### src/rtl/tnoc_credit_tx.sv
// -----------------------------------------------------------------------------
// tnoc_credit_tx
//
// Credit-based link transmitter. Drains a local flit FIFO onto a registered
// point-to-point link whose far end is a receive FIFO of CREDITS entries.
// A flit is popped only when the source FIFO is non-empty and at least one
// downstream credit is held; the receiver hands credits back with
// single-cycle pulses on i_credit_return as it pops its own FIFO.
//
// Handshake semantics:
//   Source side: o_pop is a combinational strobe. While o_pop is high the
//   word on i_data is consumed at the next rising edge (a show-ahead FIFO
//   presents its head word whenever i_empty is low).
//   Link side: there is no ready signal. o_valid is high for exactly one
//   cycle per flit and the receiver must accept it; credits guarantee it
//   has room.
//
// Ports:
//   clk, rst_n        clock, asynchronous active-low reset
//   i_clear           synchronous clear: credits reload, error clears, link idles
//   i_empty           source FIFO empty flag
//   i_data            source FIFO head word (valid while i_empty is low)
//   o_pop             pop strobe to the source FIFO
//   o_valid, o_data   registered link flit
//   i_credit_return   one credit returned per high cycle
//   o_credit_count    credits currently held
//   o_credit_error    sticky: a credit came back while the counter was full
// -----------------------------------------------------------------------------
module tnoc_credit_tx #(
  parameter int WIDTH   = 8,
  parameter int CREDITS = 8,
  localparam int CW     = $clog2(CREDITS + 1)
) (
  input  logic             clk,
  input  logic             rst_n,
  input  logic             i_clear,
  input  logic             i_empty,
  output logic             o_pop,
  input  logic [WIDTH-1:0] i_data,
  output logic             o_valid,
  output logic [WIDTH-1:0] o_data,
  input  logic             i_credit_return,
  output logic [CW-1:0]    o_credit_count,
  output logic             o_credit_error
);

  localparam logic [CW-1:0] CREDITS_MAX = CW'(CREDITS);
  localparam logic [CW-1:0] ONE         = CW'(1);

  logic          send;
  logic [CW-1:0] count_q;
  logic          error_q;
  logic          valid_q;
  logic [WIDTH-1:0] data_q;

  // The send decision uses the registered count, so a credit returned in
  // cycle N is first spendable in cycle N+1. rst_n gates the pop so the
  // source FIFO is never drained while the block is held in reset.
  always_comb begin
    send = rst_n && !i_empty && (count_q != '0) && !i_clear;
  end

  assign o_pop = send;

  // Link output register: data holds its last value when idle so the link
  // does not toggle needlessly between flits.
  always_ff @(posedge clk or negedge rst_n) begin
    if (!rst_n) begin
      valid_q <= 1'b0;
      data_q  <= '0;
    end else if (i_clear) begin
      valid_q <= 1'b0;
    end else begin
      valid_q <= send;
      if (send) begin
        data_q <= i_data;
      end
    end
  end

  // Credit counter. A send and a return in the same cycle cancel out.
  // The counter cannot underflow because send is gated on a non-zero count,
  // and it saturates at CREDITS: an extra return there flags the receiver
  // as misbehaving instead of wrapping.
  always_ff @(posedge clk or negedge rst_n) begin
    if (!rst_n) begin
      count_q <= CREDITS_MAX;
      error_q <= 1'b0;
    end else if (i_clear) begin
      count_q <= CREDITS_MAX;
      error_q <= 1'b0;
    end else begin
      unique case ({send, i_credit_return})
        2'b10: count_q <= count_q - ONE;
        2'b01: begin
          if (count_q == CREDITS_MAX) begin
            error_q <= 1'b1;
          end else begin
            count_q <= count_q + ONE;
          end
        end
        default: count_q <= count_q;
      endcase
    end
  end

  assign o_valid        = valid_q;
  assign o_data         = data_q;
  assign o_credit_count = count_q;
  assign o_credit_error = error_q;

endmodule
### config.mk
export PLATFORM = sky130hd
export DESIGN_NAME = tnoc_credit_tx
export DESIGN_NICKNAME = d
export VERILOG_FILES = /design/src/rtl/tnoc_credit_tx.sv
export SDC_FILE = /design/constraint.sdc
export NUM_CORES = 1
export LEC_CHECK = 0
export ABC_AREA = 1
export CORE_AREA = 2 2 46 48
export CTS_CLUSTER_SIZE = 25
export DETAILED_ROUTE_END_ITERATION = 8
export DIE_AREA = 0 0 48 50
export PLACE_DENSITY = 0.74
export SLEW_MARGIN = 20
export SYNTH_ARGS = -nofsm -noshare
export SYNTH_HDL_FRONTEND = slang
export SYNTH_SLANG_ARGS = --single-unit
### constraint.sdc
create_clock -name clk -period 2.3 [get_ports clk]
set_clock_uncertainty 0.05 [all_clocks]
set_input_delay 0.69 -clock clk [delete_from_list [all_inputs] [get_ports clk]]
set_output_delay 0.69 -clock clk [all_outputs]
set_load 0.01 [all_outputs]
==> run summary, run 1 <==
Post-Syn Area: 773.2 um^2
Yosys Warn Count: 0
Number of max-cap violations: 0
Worst-skew pair later-pin latency: 0.28 ns
Slew Limit Fails: 0
Initial antenna violation count: 0
Worst Slack Setup Final: 0.1093 ns
Clock sink count: 14
Reg clk slew, reported paths: 0.09 ns
Status: finished clean
Sequential area share after synthesis: 45.47%
DRT iter0 DRCs: 20
Global-route wire length before repair: 2877 um
Die Y: 50 um
Min Hold Slack: 0.3335 ns
Cts hold-fix bufs: 0
Starting Density: 40.66%
CTS tree: built
Fill count: 174
# DRC: 0
Post-route ant nets: 0
Min cycle time layout: 2.191 ns
Vias: 721
Most common cell after layout, fill and taps aside: nand2_1
Area delta synth->final: 56.63%
H-tree depth: 1
Final Net Count: 147
Pleak: 0.5980 nW
CP Capture Type: flop
CTS Root Cell: clkbuf_4
Syn_area_per_cell: 8.497 um^2
Setup TNS: 0 ns
I/O pin total: 28
Switch Pwr: 424.6 uW
Share of layout cells above drive strength 1: 26.15%
Syn_nets: 107
Most frequent cells in the layout: 33 x nand2_1, 23 x clkdlybuf4s50_1, 13 x dfrtp_1, 9 x buf_4, 8 x inv_1
Clock network fraction of total power: 16.0%
DRT Pass-1 Iters: 4
Overflow left after global routing: 0
Antenna diodes: 0
CTS Buf Count: 3
Final Hold Fails: 0
Placement Setup Slack: -0.4617 ns
Die width: 48 um
Dpl hpwl: 1372 um
# rows: 16
GRT Total Usage: 17.54%
Largest net degree at the start of global routing: 15
Die area: 2400 um^2
Pint: 709.3 uW
Tcrit/Tclk final: 95.25%
Worst setup SP type: input port
Measured slew at the worst slew-check pin: 0.2691 ns
Port bufs: 27
WP data arrival: 2.37 ns
Core area: 1902 um^2
Vias in the first global route: 648
Slew margin rel.: 82.06%
Final Wtd Congestion: 0.8612
Fmax: 0.4565 GHz
Final setup viols: 0
Synth Instances: 91
Sw Share: 37.44%
Final WL: 1857 um
Via density: 4.592
Synthesis-stage register bit count: 14
PD cells: 936.1 nW/um^2
RSZ-0062 raised after global routing: false
Synth unique cells: 20
Reg power frac: 34.2%
Worst min-delay path class: input port to asynchronous set/reset pin
Comb power frac: 49.8%
Setup CP Type: input port to flop
Clock buffer depth: 2
Critical Path RT: 2.48 ns
DR WL/cell: 11.83 um
Largest fanout on the critical path: 4
Max IR drop VDD: 582.2 uV
[kinds of logic (layout without fill, tap and decap cells)]
| family | count (synthesis) | count (layout) | synth area share (%) |
|---|---|---|---|
| compound gates | 4 | 4 | 3.074 |
| xor+xnor | 1 | 1 | 1.133 |
| fa+ha+maj | 3 | 3 | 5.825 |
| buf+inv | 14 | 53 | 8.739 |
| flops | 14 | 14 | 45.47 |
| simple gates | 55 | 55 | 35.76 |
[registers in the layout, summed over array words and instances, names as in the netlist]
register        cells
o_data              8
o_credit_count      4
o_credit_error      1
o_valid             1
[critical path, stage by stage]
cell	delay, ns
clkdlybuf4s50_1	0.55
inv_1	0.14
nor2_8	0.15
inv_4	0.05
ha_4	0.22
nand2_2	0.07
nand2_1	0.06
nor2_2	0.12
nand4_1	0.12
nand2_1	0.09
nand2_1	0.05
nand3_1	0.06
[repair_timing]
item                       in CTS  in global routing
pin swaps                       7                  4
setup endpoints to repair       4                  4
setup buffers                   1                  0
gates resized for setup        13                  5
[through the flow]
stage | util [%] | power, mW | cell area [um^2] | std cells
floorplan | - | 0.6725 | 773.2 | 91
global placement | 59.01 | 0.8988 | 1122 | 152
detailed placement | 59.01 | 0.9145 | 1122 | 152
CTS | 63.09 | 1.128 | 1200 | 157
global route | 63.68 | 1.227 | 1211 | 157
finish | 63.68 | 1.134 | 1211 | 157
[cells in the mapped netlist]
cell     instances  share of area, %
a21oi_2          1               1.1
buf_6            2               2.9
dfrtp_1         13                42
dfstp_2          1               3.4
fa_1             1               2.6
ha_1             2               3.2
inv_1           10               4.9
inv_2            2              0.97
nand2_1         34                17
nand2_2          2               1.6
nand3_1          6               3.9
nand3_2          2               2.6
nand3_4          1               2.3
nand4_1          2               1.6
nor2_1           5               2.4
nor2_2           1              0.81
nor2_4           1               1.5
nor2_8           1               2.6
o21ai_1          3               1.9
xnor2_1          1               1.1
[path summary, 6_finish.rpt]
kind                                                     from                            end  slack, ns  cells past startpoint
worst max-delay path                          i_credit_return  o_credit_count[3]$_DFFE_PN1P_       0.11                     12
worst min-delay path                                    rst_n  o_credit_count[0]$_DFFE_PN0P_       0.33                      2
worst max register to register  o_credit_count[1]$_DFFE_PN0P_  o_credit_count[3]$_DFFE_PN1P_       0.23                     15
worst min register to register          o_data[4]$_DFFE_PN0P_          o_data[4]$_DFFE_PN0P_       0.43                      2
max in group asynchronous                               rst_n  o_credit_count[3]$_DFFE_PN1P_       1.63                      2
min in group clk                        o_data[4]$_DFFE_PN0P_          o_data[4]$_DFFE_PN0P_       0.43                      2
[cell type report]
type / count / area, um^2 / share of cell area, %
multi-input cells: 63 / 391.6 / 32.33
flip-flops and latches: 14 / 351.6 / 29.03
repair buffers: 37 / 350.3 / 28.93
inverters: 12 / 47.55 / 3.926
clock buffers: 4 / 36.28 / 2.996
well taps: 27 / 33.78 / 2.789
[power by group through the flow]
stage	Clock, mW	Combinational (mW)	Sequential (mW)
2_1_floorplan	0	0.265	0.408
3_3_place_gp	0	0.519	0.380
3_5_place_dp	0	0.530	0.385
4_1_cts	0.185	0.555	0.387
5_1_grt	0.203	0.627	0.397
6_report	0.182	0.565	0.388
[layer usage]
layer	track usage (%)	vias up	routed length (um)
met5	0	-	0
met1	20.91	333	784
met4	10.81	0	77
met3	4.396	8	52
met2	26.89	18	942
li1	-	362	-
(Power assumes the default switching activity.)
==> run 2, diff against run 1 <==
- CELL_PAD_IN_SITES_DETAIL_PLACEMENT: default -> 1
- CELL_PAD_IN_SITES_GLOBAL_PLACEMENT: default -> 1
- CORE_AREA: 2 2 46 48 -> 2 2 53 55
- DIE_AREA: 0 0 48 50 -> 0 0 55 57
- PLACE_DENSITY: 0.74 -> default
- PLACE_DENSITY_LB_ADDON: default -> 0.1
==> run 2 against run 1 <==
Net effect: combinational power is 5.7% higher; cell area is 7.1% higher; utilization shrank 14 points; register-to-register slack worse by 0.05 ns; sequential power decreased by 2%; clock-buffer cell count unchanged; highest routed layer unchanged; power rose by 1.9%; global-route usage shrank 2.1 points; cell count is 8.9% higher; worst hold slack improved by 0.11 ns; first-iteration DRC count decreased by 90%; clock power down 3%.
==> run summary, run 2 (synthesis results as in run 1) <==
Port bufs: 27 (unchanged)
Final Net Count: 157 (+6.8%)
Die Y: 57 um (+14%)
Initial antenna violation count: 0 (unchanged)
Max reg flops: 8 (unchanged)
Worst-skew pair later-pin latency: 0.28 ns (about the same)
Tcrit/Tclk final: 94.98% (-0.27 points)
Pint: 728.0 uW (+2.6%)
Post-route ant nets: 0 (unchanged)
Antenna diodes: 0 (unchanged)
WP data arrival: 2.35 ns (-0.02 ns)
Starting Density: 29.57% (-11 points)
Largest net degree at the start of global routing: 15 (unchanged)
Min Hold Slack: 0.4413 ns (+0.1078 ns)
Largest fanout on the critical path: 3 (-1)
Vias: 757 (+5.0%)
Setup CP Type: input port to flop
Share of layout cells above drive strength 1: 30.71% (+4.6 points)
Status: finished clean
Busiest grt layer: met2
Clock buffer depth: 2 (unchanged)
Worst setup SP type: input port
I/O pin total: 28 (unchanged)
CTS Root Cell: clkbuf_4
Min cycle time layout: 2.185 ns (-0.006164 ns)
H-tree depth: 1 (unchanged)
Crit-path cells: dlygate4sd2_1 -> inv_2 -> nand2_4 -> nor2_4 -> nand2_2 -> inv_2 -> buf_12 -> nor2_8 -> buf_4 -> fa_1 -> xnor2_1 -> nand3_1 -> o21ai_1
Number of max-cap violations: 0 (unchanged)
Met2 GRT Util: 27.38% (+0.49 points)
Max IR drop VDD: 460.9 uV (-21%)
Final Wtd Congestion: 0.7929 (-7.9%)
Cts hold-fix bufs: 0 (unchanged)
Most common cell after layout, fill and taps aside: nand2_1
Critical Path RT: 2.46 ns (-0.02 ns)
CP Capture Type: flop
Worst min-delay path class: flop to flop
Reg power frac: 33.0% (-1.2 points)
Most frequent cells in the layout: 33 x nand2_1, 23 x clkdlybuf4s50_1, 19 x buf_4, 12 x dfrtp_1, 8 x inv_1
Measured slew at the worst slew-check pin: 0.2413 ns (-0.02783 ns)
PD cells: 890.8 nW/um^2 (-4.8%)
# rows: 19 (+3)
DRT iter0 DRCs: 2 (-90%)
Switch Pwr: 427.8 uW (+0.75%)
Via density: 4.427 (-3.6%)
DRT Pass-1 Iters: 2 (-2)
Final WL: 2204 um (+19%)
Dpl hpwl: 1689 um (+23%)
Final Core Density: 49.62% (-14 points)
# DRC: 0 (unchanged)
Worst path most repeated cell: inv_2
Reg clk slew, reported paths: 0.09 ns (about the same)
Clock network fraction of total power: 15.3% (-0.7 points)
Slew margin rel.: 83.92% (+1.9 points)
Crit path max-delay cell type: fa_1
CP max stage delay: 0.39 ns (-0.16 ns)
Core area: 2615 um^2 (+38%)
Met3 usage: 1.832% (-2.6 points)
Die area: 3135 um^2 (+31%)
Overflow left after global routing: 0 (unchanged)
Final Hold Fails: 0 (unchanged)
Global Route met1 Usage: 18.18% (-2.7 points)
Comb power frac: 51.7% (+1.9 points)
Buf/Inv on CP: 5 (+2)
Clock sink count: 14 (unchanged)
Pleak: 0.6479 nW (+8.3%)
Critical path's top delay family: buffers and inverters
Final setup viols: 0 (unchanged)
Slew Limit Fails: 0 (unchanged)
DR WL/cell: 12.89 um (+9.0%)
Fmax: 0.4578 GHz (+0.28%)
Area delta synth->final: 67.80%
Die width: 55 um (+15%)
Vias in the first global route: 807 (+25%)
CTS tree: built
Global-route wire length before repair: 3484 um (+21%)
GRT Total Usage: 15.43% (-2.1 points)
CTS Buf Count: 3 (unchanged)
Sw Share: 37.01% (-0.43 points)
-- run 2: changes by cell type in the layout (fill, tap and decap cells not counted), sizes merged --
cell,previous run,this run
dlygate4sd2,2,3
buf,11,21
dlymetal6s2s,1,0
-- run 2: worst min-delay path, delay by kind of cell (launching register included) --
kind,cells,cell delay [ns]
flops,1,0.35
simple gates,2,0.11
-- run 2: layout make-up --
class                   count  area, um^2
flip-flops and latches     14       352.8
inverters                  12       47.55
multi-input cells          63       391.6
fillers                   324        1318
well taps                  31       38.79
clock buffers               4       36.28
repair buffers             47       430.4
-- run 2: what timing repair did --
| item | 4_1_cts | 5_1_grt |
|---|---|---|
| setup buffers | 5 | 1 |
| pin swaps | 10 | 3 |
| resized for setup | 14 | 3 |
| setup endpoints to repair | 4 | 2 |
-- run 2: path summary, 6_finish.rpt --
check	from	cells past startpoint	slack, ns	to
worst min-delay path	o_data[4]$_DFFE_PN0P_	2	0.44	o_data[4]$_DFFE_PN0P_
worst max register to register	o_credit_count[1]$_DFFE_PN0P_	15	0.18	o_credit_count[3]$_DFFE_PN1P_
max in group asynchronous	rst_n	2	1.50	o_credit_count[3]$_DFFE_PN1P_
worst min register to register	o_data[4]$_DFFE_PN0P_	2	0.44	o_data[4]$_DFFE_PN0P_
worst max-delay path	i_clear	13	0.12	o_credit_count[2]$_DFFE_PN0P_
min in group asynchronous	rst_n	2	0.46	o_data[4]$_DFFE_PN0P_
-- run 2: through the flow --
step,power [mW],setup WS (ns),cell area (um^2),setup TNS (ns),cells
finish,1.156,0.1155,1297,0,171
CTS,1.171,0.09389,1279,0,170
global route,1.257,-0.008578,1297,-0.008578,171
floorplan,0.6725,0.1376,773.2,0,91
global placement,0.9333,-0.4836,1177,-1.557,161
detailed placement,0.9528,-0.4944,1177,-1.644,161
-- run 2: power by group through the flow --
stage               combinational, mW  sequential (mW)  clock, mW
floorplan                       0.265            0.408          0
global placement                0.560            0.373          0
detailed placement              0.574            0.379          0
CTS                             0.605            0.379      0.186
global route                    0.669            0.389      0.199
finish                          0.597            0.382      0.177
-- run 2: layer usage --
layer,vias to the layer above,routed length [um]
met3,2,80
met2,17,1184
met1,359,919
met4,0,19
li1,379,-
met5,-,0
